**src/rtl/extend_pipe.sv**
```systemverilog
// -----------------------------------------------------------------------------
// extend_pipe
//   Immediate-extension stage with a 2-entry output FIFO. Each accepted
//   request decodes the immediate selected by immsrc from instr. The result
//   is computed at push time and queued in order. Requests with an illegal
//   format are queued with immext = 0 and out_err = 1, and they advance a
//   saturating error counter.
//
// Parameters
//   XLEN  : immediate output width (32 or 64)
//   CNTW  : width of the illegal-format counter
//
// Ports
//   clk        in   clock, all state updates on the rising edge
//   reset      in   synchronous active-high reset (has priority over push/pop)
//   in_valid   in   request present
//   in_ready   out  request can be accepted this cycle (registered occupancy)
//   instr      in   instruction word, bits [6:0] unused
//   immsrc     in   format select: I,S,B,J,U,shamt,CSR-uimm,illegal
//   out_valid  out  head entry valid
//   out_ready  in   consumer takes the head entry this cycle
//   immext     out  extended immediate of the head entry
//   out_err    out  head entry carried an illegal immsrc
//   err_cnt    out  saturating count of accepted illegal requests
// -----------------------------------------------------------------------------
module extend_pipe #(
  parameter int XLEN = 32,
  parameter int CNTW = 8
) (
  input  logic            clk,
  input  logic            reset,
  input  logic            in_valid,
  output logic            in_ready,
  input  logic [31:0]     instr,
  input  logic [2:0]      immsrc,
  output logic            out_valid,
  input  logic            out_ready,
  output logic [XLEN-1:0] immext,
  output logic            out_err,
  output logic [CNTW-1:0] err_cnt
);

  // FIFO storage and control
  logic [XLEN-1:0] r_imm [2];
  logic            r_err [2];
  logic            r_rd_ptr;
  logic            r_wr_ptr;
  logic [1:0]      r_count;
  logic [CNTW-1:0] r_err_cnt;

  logic [31:0]     w_imm32;
  logic [XLEN-1:0] w_imm;
  logic            w_illegal;
  logic            w_push;
  logic            w_pop;

  // The opcode field plays no part in immediate extraction.
  logic            w_unused_opcode;
  assign w_unused_opcode = ^instr[6:0];

  // Every format is first assembled as a 32-bit value whose bit 31 is the
  // required extension bit: instr[31] for the signed formats, 0 for the
  // zero-extended ones (shamt, CSR uimm) and for the illegal case. Widening
  // to XLEN is then a uniform replication of bit 31.
  always_comb begin
    w_imm32   = '0;
    w_illegal = 1'b0;
    case (immsrc)
      3'b000: w_imm32 = {{20{instr[31]}}, instr[31:20]};
      3'b001: w_imm32 = {{20{instr[31]}}, instr[31:25], instr[11:7]};
      3'b010: w_imm32 = {{19{instr[31]}}, instr[31], instr[7],
                         instr[30:25], instr[11:8], 1'b0};
      3'b011: w_imm32 = {{11{instr[31]}}, instr[31], instr[19:12],
                         instr[20], instr[30:21], 1'b0};
      3'b100: w_imm32 = {instr[31:12], 12'b0};
      3'b101: begin
        // RV64 shift amounts are 6 bits wide, RV32 ones are 5 bits.
        if (XLEN == 64) w_imm32 = {26'b0, instr[25:20]};
        else            w_imm32 = {27'b0, instr[24:20]};
      end
      3'b110: w_imm32 = {27'b0, instr[19:15]};
      default: begin
        w_imm32   = '0;
        w_illegal = 1'b1;
      end
    endcase
  end

  assign w_imm[31:0] = w_imm32;

  genvar gi;
  generate
    for (gi = 32; gi < XLEN; gi++) begin : g_ext
      assign w_imm[gi] = w_imm32[31];
    end
  endgenerate

  // Handshakes; in_ready depends on registered occupancy only.
  assign in_ready  = (r_count != 2'd2);
  assign out_valid = (r_count != 2'd0);
  assign w_push    = in_valid && in_ready;
  assign w_pop     = out_valid && out_ready;

  always_ff @(posedge clk) begin
    if (reset) begin
      r_imm[0]  <= '0;
      r_imm[1]  <= '0;
      r_err[0]  <= 1'b0;
      r_err[1]  <= 1'b0;
      r_rd_ptr  <= 1'b0;
      r_wr_ptr  <= 1'b0;
      r_count   <= 2'd0;
      r_err_cnt <= '0;
    end else begin
      if (w_push) begin
        r_imm[r_wr_ptr] <= w_imm;
        r_err[r_wr_ptr] <= w_illegal;
        r_wr_ptr        <= ~r_wr_ptr;
      end
      if (w_pop) begin
        r_rd_ptr <= ~r_rd_ptr;
      end
      // Simultaneous push and pop leaves occupancy unchanged.
      r_count <= r_count + {1'b0, w_push} - {1'b0, w_pop};
      if (w_push && w_illegal && (r_err_cnt != {CNTW{1'b1}})) begin
        r_err_cnt <= r_err_cnt + 1'b1;
      end
    end
  end

  assign immext  = r_imm[r_rd_ptr];
  assign out_err = r_err[r_rd_ptr];
  assign err_cnt = r_err_cnt;

endmodule

```
**config.mk**
```make
export PLATFORM = sky130hd
export DESIGN_NAME = extend_pipe
export DESIGN_NICKNAME = d
export VERILOG_FILES = /design/src/rtl/extend_pipe.sv
export SDC_FILE = /design/constraint.sdc
export NUM_CORES = 1
export LEC_CHECK = 0
export ABC_AREA = 0
export CAP_MARGIN = 20
export CORE_ASPECT_RATIO = 0.6
export CORE_MARGIN = 3
export CORE_UTILIZATION = 46
export CTS_CLUSTER_SIZE = 40
export DETAILED_ROUTE_END_ITERATION = 6
export PLACE_DENSITY = 0.79
export SLEW_MARGIN = 20
export SYNTH_ARGS = -nofsm -noshare
export SYNTH_HDL_FRONTEND = slang
export SYNTH_SLANG_ARGS = --single-unit
export TNS_END_PERCENT = 10
```
**constraint.sdc**
```tcl
create_clock -name clk -period 2.8 [get_ports clk]
set_input_delay 0.56 -clock clk [delete_from_list [all_inputs] [get_ports clk]]
set_output_delay 0.56 -clock clk [all_outputs]
set_load 0.01 [all_outputs]
```
# Word-level counts from Yosys, hierarchy flattened
# Memories as Yosys holds them, arrays and structs flattened. A register that Yosys moved wholly into a read port is not among the register bits.
# Index checks and enable logic that the tools add are counted.
[op_classes]
add_sub_neg = 3
eq_ne = 8
muxes = 17
bitwise = 2
reduce_logical = 9
[ops]
columns = ["operator", "count"]
rows = [
  ["one-hot mux 32 bit (7 select lines)", 1],
  ["two-way mux 32 bit", 1],
  ["OR reduction 32 bit", 1],
  ["two-way mux 1 bit", 15],
  ["equality test 3 bit, second input constant", 3],
  ["adder 8 x 1 -> 8 bit, second input constant", 1],
  ["!= test 8 bit, second input constant", 1],
  ["OR reduction 7 bit", 1],
  ["equality test 3 x 2 -> 1 bit, second input constant", 2],
  ["logical AND 1 bit", 4],
  ["equality test 3 x 1 -> 1 bit, second input constant", 1],
  ["zero test 3 bit", 1],
  ["adder 2 x 1 -> 2 bit", 1],
  ["!= test 2 bit, second input constant", 1],
  ["inverter 1 bit", 2],
  ["nonzero test 2 bit", 1],
  ["subtractor 2 x 1 -> 2 bit", 1],
  ["OR reduction 1 bit", 1],
]
[totals]
reg_bits = 12
ramBits = 66
in_bits = 39
out_inout_bits = 43
wordCells = 45
mem_count = 2
[mem_list]
columns = ["name", "words", "width", "rd", "rd_clocked_by_memory_dff", "wr", "line", "source"]
rows = [
  ["r_imm", 2, 32, 1, 1, 2, "44", "logic [XLEN-1:0] r_imm [2];"],
  ["r_err", 2, 1, 1, 1, 2, "45", "logic r_err [2];"],
]

# Depth between registers and ports, before layout
[logic_depth]
ltp_word = 7
ltp_mapped = 8

# Worst setup path after synthesis
# Ideal clock, no wire load.
[synth_timing]
path_type = "input to register"
start = "input in_valid"
end = "memory r_err[0] (enable)"
setup_ns = 0.430
arrival_time_ns = 2.222
path_slack_ns = 0.148
stages = 2
path_buffers = 0
path_cell_list = "nand2_1 -> o21bai_1"
[synth_lines]
columns = ["item", "line", "source"]
rows = [
  ["from (decl)", "32", "input logic in_valid,"],
  ["to (decl)", "45", ""],
]

==> key figures <==
Status
  • Outcome: completed

Worst setup path
  • Crit path capture type: output port
  • CP Class: flip-flop to output port
  • Worst path cell trace: buf_4, mux2_2, clkdlybuf4s50_1
  • WP data arrival: between 1.5 and 2 ns
  • Crit-path max cell delay: 0.49 ns
  • CP Launch Type: flip-flop
  • CP Data Required Time: 2.24 ns
  • Slowest cell on the critical path: clkdlybuf4s50_1
  • Largest fanout on the critical path: 33

Timing
  • Clock Skew: around 0.0033 ns
  • Final slew viol count: 0
  • Final setup violating endpoints: 0
  • Hold slack: 0.522 ns
  • F_max: 397 MHz
  • Setup TNS: 0 ns
  • Tightest Pin Transition: slightly above 0.8 ns
  • Slew headroom: 45.4%
  • Post-route clock period utilization: 90.0%
  • Fin crit period: around 2.5 ns
  • RSZ-0062 raised after global routing: false
  • Fin. Hold Viols: 0

Route
  • DR vias: around 2800
  • Via-to-Cell Ratio: between 5 and 6
  • Wire per inst: 17.5 um
  • Initial drt markers: roughly 180
  • Final Routed Wirelength: roughly 9000 um
  • Drt drc: 0
  • Final ANT Viol Nets: 0
  • Drt pass-1 iters: 5

Cells and area
  • Number of diodes: 0
  • Fill cells: roughly 650
  • Layout overhead on the synthesized area: 29.8%
  • Area of the multi-input gates: 1470 sq um
  • Nets: about 440
  • Sequential cell area: about 2200 sq um
  • Final cell count without fillers: about 510
  • Layout cells sized above 1: around 16%

Global route
  • Pin count of the biggest net entering global routing: 34
  • GRT Total Usage: 20.0%
  • Global-route wire length before repair: 14400 um
  • Number of global-route vias before repair: 2793
  • Initial antenna violation count: 0
  • Grt ovf: 0

CTS
  • CTS tree: done
  • Root Driver: clkbuf_16
  • Number of H-tree levels: 3
  • Clock Pin Slew Worst Setup and Hold Paths: ~0.060 ns
  • TritonCTS Buffers: 9
  • Clock buffer depth: 2
  • Setup bufs post-CTS: 0
  • Post-cts resize count: 0
  • Hold-fix buffer count after cts: 0
  • Clk sinks: approximately 80
  • Clk Latency, worst-skew pair: 0.33 ns

Yosys
  • Yosys reg bits: 79
  • Asr flop ratio synth: 0%
  • Prevailing post-synth register cell: edfxtp_1
  • Top-area cell type share of the netlist area: between 50% and 60%
  • Cell taking the most area after synthesis: edfxtp_1
  • Top-count cell post-synth: edfxtp_1
  • Syn_nets: around 360
  • Sequential share of the synthesized area: between 50 and 60%
  • Post-synth cell types: 39
  • Commonest cells in the netlist: edfxtp_1, nor2_1, mux2_2
  • Synth warn: 0
  • Syn Area/Cell: between 10 and 15 sq um
  • Post-Syn Area: about 3800 sq um
  • Synth Instances: approximately 320
  • EDFF count, synth: 66
  • Ranking of synthesized cells by area: edfxtp_1, mux2_2, dfxtp_1

Placement
  • GPL Wtd Cong: 0.804
  • Dpl cells: 490
  • DP Wirelength: around 5900 um
  • PortBufs: between 70 and 80

Floorplan
  • Die width: around 120 um
  • Starting Density: 48.0%
  • FP Rows: 25
  • Core footprint: approximately 8000 sq um
  • Die Span Y: between 70 and 80 um
  • I/O pin count: around 80
  • Die Footprint: between 9000 and 10000 sq um

Pwr
  • Pleak: between 1.5 and 2 nW
  • Pwr Density: ~740 nW/um^2
  • Worst IR Drop VDD: 0.375 mV

Flow run
  • Max_cap viols: 0

Min path
  • Worst Hold Class: flip-flop to flip-flop
==> critical path, delay by kind of cell, from the launching register on <==
| family | cells | cell delay (ns) |
|---|---|---|
| mux | 1 | 0.43 |
| flops | 1 | 0.30 |
| buf+inv | 2 | 0.88 |
==> registers in the layout (all words and copies together) (netlist names), named ones only <==
signal,flops
r_rd_ptr,1
r_imm,64
r_wr_ptr,1
err_cnt,8
r_err,2
r_count,2
==> cells in the final DEF, fill, tap and decap left out, drive strengths merged <==
cell	Yosys	layout
o21ai	4	4
nor2	52	52
mux2i	9	9
nor2b	12	12
nand4b	1	1
clkinvlp	0	1
and2	8	8
mux2	35	35
dfxtp	13	13
a21oi	34	34
or3	3	3
or4	3	3
nor3b	6	6
a22oi	5	5
nor3	2	2
nand2b	2	2
clkbuf	12	9
inv	2	2
xor2	4	4
nand3	5	5
o31ai	3	3
o21a	1	1
xnor2	2	2
or2	1	1
o21bai	1	1
o2111ai	1	1
and3	1	1
nand4	1	1
buf	12	11
clkinv	0	5
o22a	8	8
ha	3	3
nand2	5	5
bufinv	0	1
clkdlybuf4s50	0	74
nand4bb	1	1
and2b	3	3
edfxtp	66	66
==> final cells by class <==
cell class | count | area share, %
clock buffer | 9 | 4.53
timing repair buffer | 85 | 16.8
inverter | 2 | 0.151
multi-input combinational | 216 | 29.5
clock inverter | 7 | 1.28
tap | 108 | 2.72
sequential | 79 | 45.1
==> power breakdown <==
| part | internal (W) | total (W) | switching, W |
|---|---|---|---|
| Sequential | 0.00144 | 0.00148 | 0.0000447 |
| Clock | 0.000682 | 0.00113 | 0.000447 |
| Combinational | 0.000561 | 0.00104 | 0.000482 |
==> cell families after synthesis <==
| family | Yosys count | share of synthesized area, % |
|---|---|---|
| and+or+nand+nor | 106 | 14.0 |
| xor gates and xnor gates | 6 | 1.37 |
| DFF | 79 | 58.5 |
| adders and majority gates | 3 | 0.980 |
| muxes | 44 | 12.6 |
| buffers and inverters | 26 | 3.33 |
| AOI/OAI and AO/OA | 57 | 9.14 |
==> through the flow <==
stage / utilization [%] / area, sq um / total power [W] / setup WS, ns
after floorplan: - / 3830 / 0.00207 / 0.148
after global placement: 58.7 / 4690 / 0.00254 / 0.279
after detailed placement: 58.7 / 4690 / 0.00256 / 0.219
after CTS: 62.4 / 4970 / 0.00369 / 0.246
after global routing: 62.4 / 4970 / 0.00384 / 0.192
final: 62.4 / 4970 / 0.00366 / 0.281
==> path summary, 6_finish.rpt <==
path / endpoint / cells after the start / slack [ns] / from
min: err_cnt[7] / 2 / 0.52 / err_cnt[7]
max reg2reg: err_cnt[5] / 5 / 0.99 / err_cnt[0]
min reg2reg: err_cnt[7] / 2 / 0.52 / err_cnt[7]
max: immext[26] / 3 / 0.28 / flip-flop
==> per-layer routing <==
layer  routed length [um]  vias to the layer above  part of all wire [%]  GRT usage, %
met3                  839                        8                   9.5          6.78
met1                 3980                     1343                    45          28.8
met4                   80                        0                  0.90          5.75
met2                 3950                      120                    45          28.6
met5                    0                        -                     0             0
li1                     -                     1310                     -             -
No activity file was read; power rests on OpenSTA's default activity.
